<file path="config.mk">
export PLATFORM = sky130hd
export DESIGN_NAME = fpga_board_input_conditioner
export DESIGN_NICKNAME = d
export VERILOG_FILES = /design/src/rtl/board_io_pkg.sv /design/src/rtl/fpga_board_input_conditioner_fifo.sv /design/src/rtl/fpga_board_input_conditioner.sv
export SDC_FILE = /design/constraint.sdc
export NUM_CORES = 1
export LEC_CHECK = 0
export ABC_AREA = 1
export CAP_MARGIN = 40
export CORE_ASPECT_RATIO = 0.5
export CORE_MARGIN = 5
export CORE_UTILIZATION = 40
export CTS_CLUSTER_DIAMETER = 50
export DETAILED_ROUTE_END_ITERATION = 10
export PLACE_DENSITY = 0.67
export SLEW_MARGIN = 20
export SYNTH_ARGS = -nofsm -noshare
export SYNTH_HDL_FRONTEND = slang
export SYNTH_SLANG_ARGS = --single-unit
</file>
<file path="constraint.sdc">
create_clock -name clk_i -period 2.4 [get_ports clk_i]
set_clock_uncertainty 0.05 [all_clocks]
set_input_delay 0.72 -clock clk_i [delete_from_list [all_inputs] [get_ports clk_i]]
set_output_delay 0.72 -clock clk_i [all_outputs]
set_load 0.05 [all_outputs]
</file>
<file path="src/rtl/board_io_pkg.sv">
// Shared types and width helpers for the board input conditioner.
// Events carry a channel field wide enough for the largest supported board (32 inputs).
package board_io_pkg;

  localparam int MAX_CH = 32;
  localparam int CH_W   = $clog2(MAX_CH);

  typedef struct packed {
    logic            rise;
    logic [CH_W-1:0] ch;
  } board_evt_t;

  // Index width that never collapses to zero bits for single-channel builds.
  function automatic int idx_width(input int n);
    return (n > 1) ? $clog2(n) : 1;
  endfunction

  // Debounce counter width: must hold DEBOUNCE_CYCLES-1 without wrapping.
  function automatic int cnt_width(input int cycles);
    return $clog2(cycles + 1);
  endfunction

endpackage

</file>
<file path="src/rtl/fpga_board_input_conditioner_fifo.sv">
// Registered-output event FIFO (no fall-through); a push into a full FIFO is
// accepted when a pop happens in the same cycle.
module fpga_board_input_conditioner_fifo
  import board_io_pkg::*;
#(
  parameter int DEPTH = 4
) (
  input  logic                     clk_i,
  input  logic                     rst_ni,
  input  logic                     push_i,
  input  board_evt_t               data_i,
  input  logic                     pop_i,
  output logic                     full_o,
  output logic                     empty_o,
  output board_evt_t               data_o,
  output logic [$clog2(DEPTH):0]   usage_o
);

  localparam int AW = $clog2(DEPTH);
  localparam int UW = AW + 1;

  logic [AW-1:0] wr_ptr_q, rd_ptr_q;
  logic [UW-1:0] usage_q;
  board_evt_t    mem_q [DEPTH];
  logic          do_push, do_pop;

  assign full_o  = (usage_q == UW'(DEPTH));
  assign empty_o = (usage_q == '0);
  assign do_pop  = pop_i & ~empty_o;
  assign do_push = push_i & (~full_o | do_pop);
  assign data_o  = mem_q[rd_ptr_q];
  assign usage_o = usage_q;

  always_ff @(posedge clk_i or negedge rst_ni) begin
    if (!rst_ni) begin
      wr_ptr_q <= '0;
      rd_ptr_q <= '0;
      usage_q  <= '0;
      for (int i = 0; i < DEPTH; i++) mem_q[i] <= '0;
    end else begin
      if (do_push) begin
        mem_q[wr_ptr_q] <= data_i;
        wr_ptr_q        <= wr_ptr_q + 1'b1;
      end
      if (do_pop) rd_ptr_q <= rd_ptr_q + 1'b1;
      case ({do_push, do_pop})
        2'b10:   usage_q <= usage_q + 1'b1;
        2'b01:   usage_q <= usage_q - 1'b1;
        default: usage_q <= usage_q;
      endcase
    end
  end

endmodule

</file>
<file path="src/rtl/fpga_board_input_conditioner.sv">
// Synchronises, optionally inverts and debounces raw board inputs, then queues
// per-channel edge events into a small FIFO for polling or interrupt use.
module fpga_board_input_conditioner
  import board_io_pkg::*;
#(
  parameter int N_CH            = 8,
  parameter int SYNC_STAGES     = 2,
  parameter int DEBOUNCE_CYCLES = 1000,
  parameter int FIFO_DEPTH      = 4
) (
  input  logic                             clk_i,
  input  logic                             rst_ni,
  input  logic [N_CH-1:0]                  pad_i,
  input  logic [N_CH-1:0]                  en_i,
  input  logic [N_CH-1:0]                  invert_i,
  output logic [N_CH-1:0]                  level_o,
  output logic [N_CH-1:0]                  rise_o,
  output logic [N_CH-1:0]                  fall_o,
  output logic                             evt_valid_o,
  input  logic                             evt_ready_i,
  output logic [idx_width(N_CH)-1:0]       evt_ch_o,
  output logic                             evt_rise_o,
  output logic [$clog2(FIFO_DEPTH):0]      evt_usage_o,
  output logic                             evt_overflow_o,
  input  logic                             clr_overflow_i
);

  localparam int CNT_W = cnt_width(DEBOUNCE_CYCLES);
  localparam int EW    = idx_width(N_CH);
  localparam logic [CNT_W-1:0] CNT_LAST = CNT_W'(DEBOUNCE_CYCLES - 1);

  logic [N_CH-1:0] flip, pend_q, pdir_q, grant_oh;
  logic [CH_W-1:0] grant_idx;
  logic            grant_dir, any_pend, fifo_push, fifo_full, fifo_empty, evt_pop, ovf_q;
  board_evt_t      push_evt, head_evt;
  logic            unused_head_bits;

  for (genvar c = 0; c < N_CH; c++) begin : g_ch
    logic [SYNC_STAGES-1:0] sync_q;
    logic [CNT_W-1:0]       cnt_q;
    logic                   level_q, rise_q, fall_q, s, flip_c;

    assign s      = sync_q[SYNC_STAGES-1] ^ invert_i[c];
    // Saturating compare so an out-of-range count can never skip the flip point.
    assign flip_c = en_i[c] && (s != level_q) && (cnt_q >= CNT_LAST);

    always_ff @(posedge clk_i or negedge rst_ni) begin
      if (!rst_ni) begin
        sync_q  <= '0;
        cnt_q   <= '0;
        level_q <= 1'b0;
        rise_q  <= 1'b0;
        fall_q  <= 1'b0;
      end else begin
        sync_q <= {sync_q[SYNC_STAGES-2:0], pad_i[c]};
        rise_q <= flip_c & ~level_q;
        fall_q <= flip_c & level_q;
        if (!en_i[c] || (s == level_q)) begin
          cnt_q <= '0;
        end else if (flip_c) begin
          cnt_q   <= '0;
          level_q <= ~level_q;
        end else begin
          cnt_q <= cnt_q + 1'b1;
        end
      end
    end

    assign flip[c]    = flip_c;
    assign level_o[c] = level_q;
    assign rise_o[c]  = rise_q;
    assign fall_o[c]  = fall_q;
  end

  // Lowest pending channel wins; scanning downward leaves the smallest index last.
  always_comb begin
    grant_idx = '0;
    grant_dir = 1'b0;
    grant_oh  = '0;
    for (int c = N_CH - 1; c >= 0; c--) begin
      if (pend_q[c]) begin
        grant_idx   = c[CH_W-1:0];
        grant_dir   = pdir_q[c];
        grant_oh    = '0;
        grant_oh[c] = 1'b1;
      end
    end
  end

  assign any_pend       = |pend_q;
  assign evt_pop        = evt_valid_o & evt_ready_i;
  assign fifo_push      = any_pend & (~fifo_full | evt_pop);
  assign push_evt.rise  = grant_dir;
  assign push_evt.ch    = grant_idx;

  // A flip landing on a still-pending channel is lost; a fresh flip is never merged.
  always_ff @(posedge clk_i or negedge rst_ni) begin
    if (!rst_ni) begin
      pend_q <= '0;
      pdir_q <= '0;
      ovf_q  <= 1'b0;
    end else begin
      for (int c = 0; c < N_CH; c++) begin
        if (flip[c] && !pend_q[c]) begin
          pend_q[c] <= 1'b1;
          pdir_q[c] <= ~level_o[c];
        end else if (fifo_push && grant_oh[c]) begin
          pend_q[c] <= 1'b0;
        end
      end
      if (|(flip & pend_q))  ovf_q <= 1'b1;
      else if (clr_overflow_i) ovf_q <= 1'b0;
    end
  end

  fpga_board_input_conditioner_fifo #(
    .DEPTH (FIFO_DEPTH)
  ) u_evt_fifo (
    .clk_i   (clk_i),
    .rst_ni  (rst_ni),
    .push_i  (fifo_push),
    .data_i  (push_evt),
    .pop_i   (evt_ready_i),
    .full_o  (fifo_full),
    .empty_o (fifo_empty),
    .data_o  (head_evt),
    .usage_o (evt_usage_o)
  );

  assign evt_valid_o      = ~fifo_empty;
  assign evt_ch_o         = head_evt.ch[EW-1:0];
  assign evt_rise_o       = head_evt.rise;
  assign evt_overflow_o   = ovf_q;
  assign unused_head_bits = ^head_evt.ch;

endmodule

</file>
After elaboration in Yosys (flattened, before gate mapping)
Cells that the tools add are included.

Register bits: 168. Bits in latches: 0. Memory bits (writable): 0. Memory bits (read-only): 0. Input port bits: 28. Word-level logic and storage cells: 302. Memories kept: 0.

$add $sub $neg: 12. $mul: 0. Divide/modulo/power cells: 0. $lt $le $gt $ge: 11. Equality and inequality tests: 19. Shifts and indexed selects: 0. Muxes and demuxes: 65. Bitwise operators: 49. Reductions and logical operators: 78.

Operators by type and width (count): $mux 10 (16); $add 10x1->10 const B (8); $ge 10x10->1 const B (8); $mux 8 (8); $mux 5 (7); $logic_and 1x1->1 (33); $mux 1 (26); $bwmux 24 (1); $reduce_bool 2->1 (10); $and 1x1->1 (19); $mux 6 (3); $not 1->1 (18); $logic_not 1->1 (16); $reduce_and 2->1 (8); $reduce_or 8->1 (2); $bmux 6 s2 (1); $demux 6 s2 (1); $and 8x8->8 (1); $eq 1x1->1 (8); $logic_or 1x1->1 (8); $ne 1x1->1 (8); $xor 1x1->1 (8); $ge 3x3->1 const B (2); $not 2->3 (2); other kinds (11) (12).

Logic depth before layout (Yosys ltp)
Depth in word-level cells: 11. Depth in mapped cells: 11. Gate-level depth less buffers: 11.

By module
A second synthesis with hierarchy kept.

Cell total of the unflattened synthesis: 919. Area total of the unflattened synthesis: 7895.1 µm².

By module, submodules not included: fpga_board_input_conditioner (instances 1, cells an instance 732, area an instance 6286.0 µm², sequential area each 3428.3 µm²); fpga_board_input_conditioner_fifo (instances 1, cells an instance 187, area an instance 1609.0 µm², sequential area each 775.7 µm²).

Worst setup path after synthesis
Ideal clock, no wire load.

Path kind: register -> register. Start: reg u_evt_fifo.usage_q[1] (netlist: u_evt_fifo.usage_o[1]). End: reg u_evt_fifo.usage_q[2] (netlist: u_evt_fifo.usage_o[2]). Arrival time: 2363 ps. Required time: 2219 ps. Slack: -144 ps. Cell stages (with the launch flop): 12. Path buffers: 0. Clock period less this slack: 2544 ps. Cells stage by stage: dfrtp_1 nor2_4 nand2_2 nand2_4 nand3_4 nand2_8 ha_1 inv_1 fa_1 a21oi_1 o21ai_0 xor2_1.

Cells in the longest elaborated chain, start to end: 8. Elaborated cells on any way between the ends: 14. Those cells by class: add/sub (2); eq/ne (3); mux (1); bitwise (6); reduce/logical (2).

RTL lines: start, declared (line fpga_board_input_conditioner_fifo.sv:23) `logic [UW-1:0] usage_q;`; start signal, assigned (line fpga_board_input_conditioner_fifo.sv:47) `2'b10: usage_q <= usage_q + 1'b1;`; start signal, assigned (line fpga_board_input_conditioner_fifo.sv:48) `2'b01: usage_q <= usage_q - 1'b1;`; start signal, assigned (line fpga_board_input_conditioner_fifo.sv:49) `default: usage_q <= usage_q;`; $logic_not 3->1 (*) (line fpga_board_input_conditioner_fifo.sv:28) `assign empty_o = (usage_q == '0);`; $not 1->1 (*) (line fpga_board_input_conditioner.sv:130) `assign evt_valid_o = ~fifo_empty;`; named net evt_valid_o (line fpga_board_input_conditioner.sv:19) `output logic evt_valid_o,`; $and 1x1->1 (*) (line fpga_board_input_conditioner.sv:91) `assign evt_pop = evt_valid_o & evt_ready_i;`; $or 1x1->1 (line fpga_board_input_conditioner.sv:92) `assign fifo_push = any_pend & (~fifo_full | evt_pop);`; $and 1x1->1 (line fpga_board_input_conditioner.sv:92); $and 1x1->1 (line fpga_board_input_conditioner_fifo.sv:30) `assign do_push = push_i & (~full_o | do_pop);`; $eq 2x1->1 or $eq 2x2->1 (tied branches) (line fpga_board_input_conditioner_fifo.sv:46) `case ({do_push, do_pop})`; $pmux 3 s2 or $reduce_bool 2->1 (tied branches).

The timed path passes the listed nets; every way through them passes the cells marked *. A chain may end at the register's enable or synchronous reset.

Worst setup path in the final report
Start: reg g_ch[5].fall_q. End: out fall_o[5].

RTL lines: start, declared (line fpga_board_input_conditioner.sv:41) `logic level_q, rise_q, fall_q, s, flip_c;`; start signal, assigned (line fpga_board_input_conditioner.sv:57) `fall_q <= flip_c & level_q;`; end, declared (line fpga_board_input_conditioner.sv:18) `output logic [N_CH-1:0] fall_o,`.

No word-level cell between the ends.

==> summary.md <==
| Metric | Value |
|---|---|
| WP data arrival | 1.56 ns |
| CTS tree | built |
| Port bufs | 60 |
| Register area | around 4000 sq um |
| Cell taking the most area after synthesis | dfrtp_1 |
| Critical Path End Type | output port |
| Antenna viol nets, final | 0 |
| Final Cycle Share | a little over nine tenths |
| Final weighted congestion in routability-driven placement | between 0.8 and 0.9 |
| DP Wirelength | around 10 mm |
| DRT Wirelength | around 14 mm |
| Slowest CP cell | clkdlybuf4s50_1 |
| LEAKAGE | roughly 4.4 nW |
| Unrepaired setup endpoints after global routing | false |
| Total core area | 18300 sq um |
| Final antenna diode count | 0 |
| Initial antenna violation count | 0 |
| Pwr/cell area | between 800 and 900 nW/um^2 |
| Clock Tree Root | clkbuf_16 |
| Pin count of the biggest net entering global routing | 48 |
| Synth Warn # | 0 |
| Area grow syn2layout | 20.1% |
| Worst-Margin Slew | ~0.75 ns |
| Mean area per synthesized cell | 8.71 sq um |
| Fraction of layout cells with a size suffix above 1 | about an eighth |
| First-pass GRT wire length | around 24 mm |
| Drt drc | 0 |
| H-tree level count | 4 |
| # fillers | 1638 |
| Row count | 35 |
| Drt wl/cell | around 12 um |
| Peak Freq | 429 MHz |
| CTS Buffer Depth | 2 |
| I/O pin total | slightly above 60 |
| Post-synthesis cell count | 856 |
| Clock Sinks | 160 |
| Status | finished clean |
| Total GRT Usage | about 14% |
| Fin cells | about 1200 |
| Number of setup buffers added after CTS | 0 |
| Num CTS Buffers | 17 |
| Initial Utilization | between 40% and 50% |
| Flops & latches, synth | 160 |
| Largest cells by area after synthesis | dfrtp_1, nand2_1, nor2_1 |
| # setup viols final | 0 |
| Top delay family on crit path | buffers and inverters |
| Nets@finish | between 900 and 1000 |
| Total number of vias | between 5000 and 6000 |
| Setup Crit Path Kind | reg -> out |
| Distinct cell type count after synthesis | 37 |
| Post-synthesis sequential area ratio | approximately 54% |
| Slew Limit Fails | 0 |
| CP peak stage delay | ~0.80 ns |
| Initial DRC Count | roughly 300 |
| Max cap viols | 0 |
| Critical-path cell list | clkdlybuf4s50_1 |
| Post-CTS Hold Fix Bufs | 0 |
| Hold Fails Final Rpt | 0 |
| Worst-path clk slew | approximately 0.070 ns |
| Slew HR | slightly below 50% |
| Post_cts resized | 10 |
| Worst endpoint required time | between 1.5 and 2 ns |
| Buf/Inv on CP | 1 |
| Hold Crit Class | in -> async |
| Max VDD drop | between 0.5 and 0.6 mV |
| CP Launch Type | register |
| Cell Area, Synth | 7460 sq um |
| Die width | 203 um |
| Clk Latency, worst-skew pair | about 0.42 ns |
| Worst-path maximum fanout | 1 |
| GRT overflow | 0 |
| Syn Nets | about 900 |
| Avg Vias per Cell | between 4 and 5 |
| Full die area | around 22000 sq um |
| DP Worst Slack | -0.249 ns |
| Number of global-route vias before repair | between 5000 and 6000 |
| Yosys top cell area share | 53.7% |
| Placed cell count | approximately 1100 |
| Final worst setup slack | a little over 0.07 ns |
| Multi-input gate area | around 2800 sq um |
| 1st-pass router iterations | 4 |
| Fin crit period | around 2.3 ns |
| Die Y | 107 um |
## path summary, 6_finish.rpt
| path | depth (start not counted) | end | slack [ns] | from |
|---|---|---|---|---|
| hold reg to reg | 0 | g_ch[7].sync_q[1] | 0.30 | g_ch[7].sync_q[0] |
| setup / recovery | 1 | fall_o[5] | 0.07 | g_ch[5].fall_q |
| hold / removal | 1 | g_ch[6].cnt_q[3] | 0.16 | rst_ni |
| min in group clk_i | 0 | g_ch[7].sync_q[1] | 0.30 | g_ch[7].sync_q[0] |
| max in group asynchronous | 2 | g_ch[4].rise_q | 1.54 | rst_ni |
| setup reg to reg | 11 | u_evt_fifo.usage_o[2] | 0.22 | pend_q[2] |
## cell usage after synthesis, drive strengths merged
cell type	count
and3	4
or2	1
a211oi	1
o211a	1
nand4	9
a21oi	21
nand2	197
o22ai	4
a22oi	1
inv	122
buf	25
or3	1
ha	13
xnor2	5
o21ai	36
a31oi	1
nor2	141
xor2	26
o21a	1
fa	1
nand3	47
nor3	21
dfrtp	160
nor3b	17
## placed cells by master (no fill, tap or decap), types with 2 or more instances in the layout
master,count
dfrtp_1,156
nand2_1,190
nor2_1,127
nor2_4,5
clkinvlp_4,3
ha_1,13
and3_1,4
inv_1,106
o22ai_2,4
nand3_1,43
clkinv_4,2
buf_4,12
nand2_2,3
buf_12,7
dlygate4sd2_1,7
xor2_1,26
nor3b_1,13
bufinv_16,3
clkinv_2,2
nand2_4,3
nand3_2,3
dfrtp_2,4
nor2_2,9
o21ai_1,17
nor3b_2,4
inv_2,16
inv_6,3
o21ai_0,19
nand4_1,9
xnor2_1,5
nor3_2,3
clkdlybuf4s50_1,43
a21oi_1,21
nor3_1,17
clkbuf_16,17
## where the power goes
part / internal (mW) / switching, mW
registers: 2.86 / 0.154
clock network: 1.68 / 1.12
logic: 0.596 / 0.969
total: 5.13 / 2.24
## kinds of logic (layout without fill, tap and decap cells)
family | count (synthesis) | after routing | share of synthesized area (%)
simple gates | 438 | 438 | 26.9
fa+ha+maj | 14 | 14 | 2.45
buf+inv | 147 | 224 | 8.63
xor+xnor | 31 | 31 | 3.64
flops | 160 | 160 | 53.7
compound gates | 66 | 66 | 4.68
## stage by stage
step           hold WS [ns]  cell area (sq um)  util (%)  setup TNS (ns)  power [mW]
2_1_floorplan         0.281               7460         -               0        3.96
3_3_place_gp          0.282               8320      45.4          -0.160        4.57
3_5_place_dp          0.285               8320      45.4          -0.311        4.61
4_1_cts               0.169               8940      48.7               0        7.41
5_1_grt               0.178               8960      48.8               0        7.74
6_report              0.161               8960      48.8               0        7.37
## state kept, by name, summed over array words and instances (netlist names), 3 cells and up
name	flops
g_ch.cnt_q	80
g_ch.fall_q	8
g_ch.level_q	8
g_ch.rise_q	8
g_ch.sync_q	16
pdir_q	8
pend_q	8
u_evt_fifo.mem_q	16
u_evt_fifo.usage_o	3
## per-layer routing
| layer | global-route usage (%) | vias to the layer above | part of all wire, % |
|---|---|---|---|
| met5 | 0 | - | 0 |
| met4 | 4.52 | 0 | 0.92 |
| met3 | 2.83 | 10 | 2.4 |
| met2 | 23.8 | 49 | 50 |
| met1 | 17.0 | 2647 | 46 |
| li1 | - | 2788 | - |
## cell type report
cell class / count / share of cell area (%)
flip-flops and latches: 160 / 44.8
multi-input cells: 549 / 31.7
repair buffers: 70 / 8.19
inverters: 122 / 5.11
clock buffers: 18 / 4.90
well taps: 240 / 3.35
clock inverters: 14 / 1.98
Note: power is estimated with default switching activity, not from simulation.
